<file path="src/rtl/mavg_sched.sv">
// mavg_sched: two-channel round-robin burst scheduler in front of a
// moving-average engine.
//
// Each grant runs IDLE -> CLEAR (1 cycle, engine cleared) -> STREAM (BURST
// cycles, samples pulled from the granted channel) -> DRAIN (LAT cycles while
// the engine pipeline empties) -> IDLE.
//
// Ports:
//   clk, RST             clock, synchronous active-high reset
//   req[1:0]             per-channel burst request
//   din0/din1            channel sample data
//   mask0/mask1          channel averaging mask (latched at grant)
//   take[1:0]            sample-consumed strobe for the granted channel
//   done[1:0]            one-cycle burst-complete pulse
//   busy                 FSM not in IDLE
//   eng_nrst, eng_e      engine active-low clear and enable
//   eng_data, eng_mask   engine sample and mask inputs
//   eng_dout, eng_eout   engine result and result-valid
//   dout, dvalid, dch    forwarded result, its valid, owning channel
module mavg_sched #(
  parameter int BURST = 8,
  parameter int LAT   = 1
) (
  input  logic       clk,
  input  logic       RST,
  input  logic [1:0] req,
  input  logic [9:0] din0,
  input  logic [9:0] din1,
  input  logic [9:0] mask0,
  input  logic [9:0] mask1,
  output logic [1:0] take,
  output logic [1:0] done,
  output logic       busy,
  output logic       eng_nrst,
  output logic       eng_e,
  output logic [9:0] eng_data,
  output logic [9:0] eng_mask,
  input  logic [9:0] eng_dout,
  input  logic       eng_eout,
  output logic [9:0] dout,
  output logic       dvalid,
  output logic       dch
);

  typedef enum logic [1:0] {
    IDLE   = 2'd0,
    CLEAR  = 2'd1,
    STREAM = 2'd2,
    DRAIN  = 2'd3
  } state_t;

  localparam logic [7:0] BURST_LAST = 8'(BURST - 1);
  localparam logic [7:0] LAT_LAST   = 8'(LAT - 1);

  state_t     state_reg;
  logic [7:0] cnt_reg;    // shared by STREAM and DRAIN, restarted on each entry
  logic       last_reg;   // channel granted most recently
  logic       g_reg;      // channel currently granted
  logic [9:0] mask_reg;
  logic       grant_next;

  // Both requesting: the channel that did not go last wins. Otherwise the
  // single requester wins (req[1] selects channel 1).
  always_comb begin
    grant_next = req[1];
    if (req == 2'b11) grant_next = ~last_reg;
  end

  always_ff @(posedge clk) begin
    if (RST) begin
      state_reg <= IDLE;
      cnt_reg   <= '0;
      last_reg  <= 1'b1;
      g_reg     <= 1'b0;
      mask_reg  <= '0;
    end else begin
      case (state_reg)
        IDLE: begin
          if (req != 2'b00) begin
            g_reg     <= grant_next;
            mask_reg  <= grant_next ? mask1 : mask0;
            state_reg <= CLEAR;
          end
        end
        CLEAR: begin
          cnt_reg   <= '0;
          state_reg <= STREAM;
        end
        STREAM: begin
          if (cnt_reg == BURST_LAST) begin
            cnt_reg   <= '0;
            state_reg <= DRAIN;
          end else begin
            cnt_reg <= cnt_reg + 8'd1;
          end
        end
        DRAIN: begin
          if (cnt_reg == LAT_LAST) begin
            cnt_reg   <= '0;
            last_reg  <= g_reg;
            state_reg <= IDLE;
          end else begin
            cnt_reg <= cnt_reg + 8'd1;
          end
        end
        default: state_reg <= IDLE;
      endcase
    end
  end

  // Per-channel strobes, decoded from the registered state.
  generate
    for (genvar gi = 0; gi < 2; gi++) begin : g_chan
      assign take[gi] = (state_reg == STREAM) && (g_reg == 1'(gi));
      assign done[gi] = (state_reg == DRAIN) && (cnt_reg == LAT_LAST) &&
                        (g_reg == 1'(gi));
    end
  endgenerate

  assign busy     = (state_reg != IDLE);
  // Held low during reset as well, so the engine starts from a clean state.
  assign eng_nrst = (state_reg != CLEAR) && !RST;
  assign eng_e    = (state_reg == STREAM);
  assign eng_data = g_reg ? din1 : din0;
  assign eng_mask = mask_reg;
  assign dout     = eng_dout;
  assign dvalid   = eng_eout && ((state_reg == STREAM) || (state_reg == DRAIN));
  assign dch      = g_reg;

endmodule

</file>
<file path="config.mk">
export PLATFORM = sky130hd
export DESIGN_NAME = mavg_sched
export DESIGN_NICKNAME = d
export VERILOG_FILES = /design/src/rtl/mavg_sched.sv
export SDC_FILE = /design/constraint.sdc
export NUM_CORES = 1
export LEC_CHECK = 0
export CORE_MARGIN = 8
export CORE_UTILIZATION = 38
export CTS_CLUSTER_DIAMETER = 40
export DETAILED_ROUTE_END_ITERATION = 7
export GPL_TIMING_DRIVEN = 1
export PLACE_DENSITY = 0.85
export SLEW_MARGIN = 20
export SYNTH_ARGS = -nofsm -noshare
export SYNTH_HDL_FRONTEND = slang
export SYNTH_SLANG_ARGS = --single-unit
export TNS_END_PERCENT = 1
</file>
<file path="constraint.sdc">
create_clock -name clk -period 2.4 [get_ports clk]
set_clock_uncertainty 0.05 [all_clocks]
set_input_delay 0.48 -clock clk [delete_from_list [all_inputs] [get_ports clk]]
set_output_delay 0.48 -clock clk [all_outputs]
set_load 0.01 [all_outputs]
</file>
==> key figures, run 1 <==
Worst hold path
  – Hold endpoint: last_reg
  – Hold path start: last_reg
  – HP Class: reg2reg
  – Hold depth: 1

Cells and area
  – Nets: 285
  – Synth-to-layout area growth: 56.9%
  – Filler instances: 318
  – Util after Layout: 0.608
  – Share of layout cells above drive strength 1: 0.126
  – # diodes: 0
  – Max FFs per register: 10
  – Reg area: 442 um^2
  – Multi-input gate area: between 800 and 900 um^2

Routing
  – Drt pass-1 iters: 4
  – Antenna viol nets, final: 0
  – Mean number of vias per cell: just over 5
  – DRT iter0 DRCs: 62
  – Vias: ~1400
  – Routed wire length: between 4 and 5 mm
  – WL/cell: 15.3 um
  – DRC viols: 0

Worst setup path
  – CP Launch Type: flop
  – Crit path kind: reg2out
  – Arrival @ worst endpoint: 1.66 ns
  – Cells on worst reg2reg path: 5
  – Type of destination of the critical path: primary output
  – R2R setup slack: 0.64 ns
  – Crit path max fanout: 4
  – Reg2Reg Capture Point: cnt_reg[6]
  – Critical Path Source: cnt_reg[0]
  – Data required, critical path: ~1.9 ns
  – R2R Path Start: cnt_reg[1]

Timing
  – Worst-Margin Slew: 0.495 ns
  – Final setup violation count: 0
  – RSZ-0062 raised after global routing: false
  – Setup ws final: 0.210 ns
  – Slew Limit Fails: 0
  – Hold Violations, Final: 0
  – Slew HR: 0.670
  – Fmax: 457 MHz
  – Fin Setup TNS: 0 ns
  – Fin crit period: between 2 and 2.5 ns
  – Period utilization: 0.912

Global route
  – Largest net degree at the start of global routing: 23
  – Grt total ovfl: 0
  – Global routing usage on met1: 0.153
  – Met3 Track Usage GR: 0.0425
  – Met2 Usage GRT: 0.232
  – GR peak layer: met2
  – GRT Util Overall: 0.136
  – First-pass GRT wire length: around 6.7 mm
  – Antenna violations before repair: 0
  – Vias in the first global route: 1376

Clock tree
  – Clk pin slew, worst setup/hold paths: 0.08 ns
  – Total CTS buffers: 3
  – H-tree depth: 1
  – # Post-CTS Setup Buffers: 0
  – CTS tree: built
  – Hold buffers post-CTS: 0
  – Root Buffer: clkbuf_8
  – Clk sinks: 22
  – Clk buf depth: 2
  – Clk Latency, worst-skew pair: 0.26 ns

Synthesis
  – Synth area leader: dfxtp_1
  – Register area share after synthesis: 0.315
  – Synth area leaders: dfxtp_1 32%, mux2_2 8.1%, mux2i_1 7.9%, buf_4 5.9%, a211oi_1 5.4%
  – Synth top area share: 0.315
  – Commonest register cell after synthesis: dfxtp_1
  – Number of synthesized register bits: 22
  – Post-synth top cells: 22 x dfxtp_1, 20 x nor2_1, 13 x nand2_1
  – Warnings from Yosys: 0
  – Async SR Flop Fraction: 0
  – Mapped Avg Cell Area: between 8 and 9 um^2
  – Most common cell in the netlist: dfxtp_1
  – Cell area after synthesis: 1400 um^2
  – Post-Syn Instances: 158
  – Unique masters post-synth: 39
  – Post-synth EDFFs: 0
  – Syn Nets: 219

Die
  – Rows: 22
  – Die ar.: 5870 um^2
  – Vert. Die Dim: 76.6 um
  – Initial Utilization: 0.387
  – Die width: 76.6 um
  – Io pins: 94
  – Core Footprint: approximately 3600 um^2

Power
  – PD cells: 820 nW/um^2
  – Max VDD drop: 350 uV
  – Leakage: between 0.8 and 0.9 nW

Placement
  – Pre-CTS WS: 0.189 ns
  – Routability cong.: 0.777
  – Hpwl dp: 3.19 mm
  – Port Buffer Count: 73

Status
  – Outcome: completed

Flow run
  – Max-Cap Viols: 0
layout make-up:
cell class | instances | share of cell area
Clock inverter | 1 | 0.0137
Sequential cell | 22 | 0.202
Clock buffer | 3 | 0.0188
Multi-Input combinational cell | 111 | 0.375
Inverter | 8 | 0.0137
Tap cell | 48 | 0.0274
Timing Repair Buffer | 78 | 0.350
critical path, cell delays in order (launching register included):
cell and delay [ns]:
dfxtp_1 0.34, inv_1 0.08, ha_1 0.15, nor4b_4 0.23, nand3_1 0.16, nor2_1 0.15
dlygate4sd2_1 0.29
layer usage:
metal | share of wire | wire length (um)
met1 | 0.44 | 1810
met5 | 0 | 0
met4 | 0.014 | 57
met3 | 0.078 | 321
met2 | 0.47 | 1950
worst max path at each step:
stage / endpoint
CTS: eng_data[4]
detailed placement: done[1]
global placement: done[1]
finish: done[1]
floorplan: eng_data[1]
global route: done[1]
placed cells by master (no fill, tap or decap), drive strengths merged, types with 5 or more instances in the layout:
cell / Yosys / final
dfxtp: 22 / 22
nand2: 13 / 13
buf: 14 / 5
mux2: 10 / 10
inv: 8 / 8
nor3: 5 / 5
ha: 6 / 6
clkdlybuf4s50: 0 / 71
a21oi: 5 / 5
nor2: 20 / 20
a211oi: 11 / 11
mux2i: 11 / 11
power breakdown:
part           total (mW)  internal (mW)  switching (mW)
sequential          0.518          0.454          0.0634
combinational       0.934          0.485           0.449
clock               0.345          0.223           0.122
stage by stage:
| step | instances | hold slack [ns] | power [mW] | cell area (um^2) |
|---|---|---|---|---|
| floorplan | 158 | 0.381 | 1.04 | 1400 |
| global placement | 267 | 0.422 | 1.44 | 2110 |
| detailed placement | 267 | 0.435 | 1.46 | 2110 |
| CTS | 271 | 0.452 | 1.81 | 2190 |
| global route | 271 | 0.479 | 1.91 | 2190 |
| finish | 271 | 0.442 | 1.80 | 2190 |
cell families after synthesis:
| kind of cell | count (synthesis) | share of synthesized area |
|---|---|---|
| simple gates | 49 | 0.169 |
| compound gates | 34 | 0.194 |
| buf+inv | 25 | 0.102 |
| flops | 22 | 0.315 |
| mux | 21 | 0.160 |
| fa+ha+maj | 6 | 0.0538 |
| xor+xnor | 1 | 0.00627 |
repair_timing:
action | 4_1_cts | 5_1_grt
resized for setup | 3 | 1
gates cloned | 0 | 0
setup endpoints to repair | 2 | 11
(Power assumes the default switching activity.)
==> run 2, diff against run 1 <==
CORE_UTILIZATION = 30   (was 38)
PLACE_DENSITY = 0.72   (was 0.85)
==> run 2 against run 1 <==
Routed wire length shrank 2.1%. Via count grew 0.73%. First-iteration DRC count grew 48%. Maximum frequency shrank 0.79%. Total power is essentially flat. Core utilization shrank 13 points. Sequential power shrank 2%. Cell count grew 2.6%. Non-clock buffer count grew 1. Worst setup slack lost 0.017 ns.
==> key figures, run 2 (same netlist as run 1, synthesis figures left out) <==
Status
  – Outcome: completed

Worst setup path
  – R2R setup slack: 0.65 ns
  – R2R Path Start: cnt_reg[1]
  – Data required, critical path: 1.87 ns
  – Crit-path most repeated cell: inv_1
  – Cells on worst reg2reg path: 5
  – CP max stage delay: between 0.5 and 0.6 ns
  – Crit path max fanout: 4
  – Arrival @ worst endpoint: approximately 1.7 ns
  – Type of destination of the critical path: primary output
  – Reg2Reg Capture Point: cnt_reg[6]
  – Crit-path slowest cell: clkdlybuf4s50_1
  – Crit path kind: reg2out
  – Delay-heaviest family, CP: buffers and inverters
  – Worst path bufs/invs: 3
  – CP Launch Type: flop
  – Worst path cell trace: inv_1, ha_1, inv_1, nor2_1, clkdlybuf4s50_1

Clock tree
  – Clk buf depth: 2
  – Hold buffers post-CTS: 0
  – Clk sinks: 22
  – Root Buffer: clkbuf_8
  – H-tree depth: 1
  – Total CTS buffers: 3
  – CTS tree: built
  – Clk Latency, worst-skew pair: 0.27 ns
  – Clk pin slew, worst setup/hold paths: 0.08 ns

Placement
  – Port Buffer Count: 73
  – Hpwl dp: 3.20 mm
  – Placed insts: 274
  – DP Area: approximately 2100 um^2
  – Routability cong.: 0.806
  – Pre-CTS WS: around 0.19 ns

Worst hold path
  – Hold path start: last_reg
  – Hold endpoint: last_reg
  – Hold depth: 1
  – HP Class: reg2reg

Power
  – Leakage: around 0.82 nW
  – Max VDD drop: about 300 uV
  – Power Total: approximately 1.8 mW
  – PD cells: 815 nW/um^2

Timing
  – RSZ-0062 raised after global routing: false
  – Setup ws final: between 0.15 and 0.2 ns
  – Fin crit period: about 2.2 ns
  – Slew Limit Fails: 0
  – Fin Setup TNS: 0 ns
  – Tightest hold margin: 0.439 ns
  – Hold Violations, Final: 0
  – Slew HR: 0.674
  – Worst-Margin Slew: a little under 0.5 ns
  – Period utilization: 0.920
  – Fmax: 453 MHz
  – Final setup violation count: 0

Die
  – Rows: 25
  – Io pins: 94
  – Die ar.: around 7100 um^2
  – Core Footprint: 4600 um^2
  – Vert. Die Dim: 84.2 um
  – Initial Utilization: 0.304
  – Die width: 84.2 um

Cells and area
  – Most frequent cells in the layout: 71 x clkdlybuf4s50_1, 22 x dfxtp_1, 20 x nor2_1
  – Util after Layout: 0.479
  – Post-route design area: 2200 um^2
  – Synth-to-layout area growth: 57.9%
  – # diodes: 0
  – Share of layout cells above drive strength 1: 0.125
  – Commonest non-fill, non-tap cell in the layout: clkdlybuf4s50_1
  – Max FFs per register: 10
  – Nets: 286
  – Layout Cells excl Fill: 278

Routing
  – Drt pass-1 iters: 4
  – Vias: roughly 1400
  – WL/cell: 14.6 um
  – Antenna viol nets, final: 0
  – DRT iter0 DRCs: 92
  – DRC viols: 0
  – Routed wire length: about 4.1 mm
  – Mean number of vias per cell: just under 5

Global route
  – Vias in the first global route: 1390
  – Grt total ovfl: 0
  – GRT Util Overall: 0.109
  – Antenna violations before repair: 0
  – First-pass GRT wire length: about 6.5 mm
  – Largest net degree at the start of global routing: 23

Flow run
  – Max-Cap Viols: 0
-- run 2: changes by cell type in the layout (fill, tap and decap cells not counted), sizes merged --
cell,before,now
buf,5,6
-- run 2: how the worst max path moves through the flow --
stage	slack, ns	depth (start not counted)	end	start
3_5_place_dp	0.19	6	done[1]	cnt_reg[0]
2_1_floorplan	0.71	2	eng_data[1]	dch
4_1_cts	0.18	5	take[0]	state_reg[0]
6_report	0.19	5	take[0]	state_reg[0]
3_3_place_gp	0.24	6	done[1]	cnt_reg[0]
5_1_grt	0.09	5	take[0]	state_reg[0]
-- run 2: report_power, final --
part	total [mW]	internal (mW)	switching, mW	leakage, nW
Combinational	0.939	0.486	0.453	0.601
Sequential	0.506	0.453	0.0525	0.181
Clock	0.351	0.223	0.128	0.0357
-- run 2: what timing repair did --
item	CTS	global route
setup buffers	0	0
setup endpoints to repair	2	0
resized for setup	3	0
-- run 2: cell type report --
cell class                 instances  area, um^2
clock buffer                       3        41.3
clock inverter                     1        30.0
fill                             461        2390
inverter                           8        30.0
multi-input combinational        111         822
sequential                        22         440
tap                               54        67.6
timing repair buffer              79         773
-- run 2: routing by layer --
| metal | share of wire | GRT usage | up-vias | wire [um] |
|---|---|---|---|---|
| li1 | - | - | 691 | - |
| met1 | 0.42 | 0.120 | 619 | 1690 |
| met2 | 0.48 | 0.185 | 56 | 1940 |
| met3 | 0.085 | 0.0319 | 9 | 343 |
| met4 | 0.019 | 0.0565 | 0 | 76 |
| met5 | 0 | 0 | - | 0 |
==> run 3, diff against run 2 <==
SLEW_MARGIN = unset   (was 20)
==> results of run 3 <==
No change in the layout: final DEF, timing and power equal those of run 2.
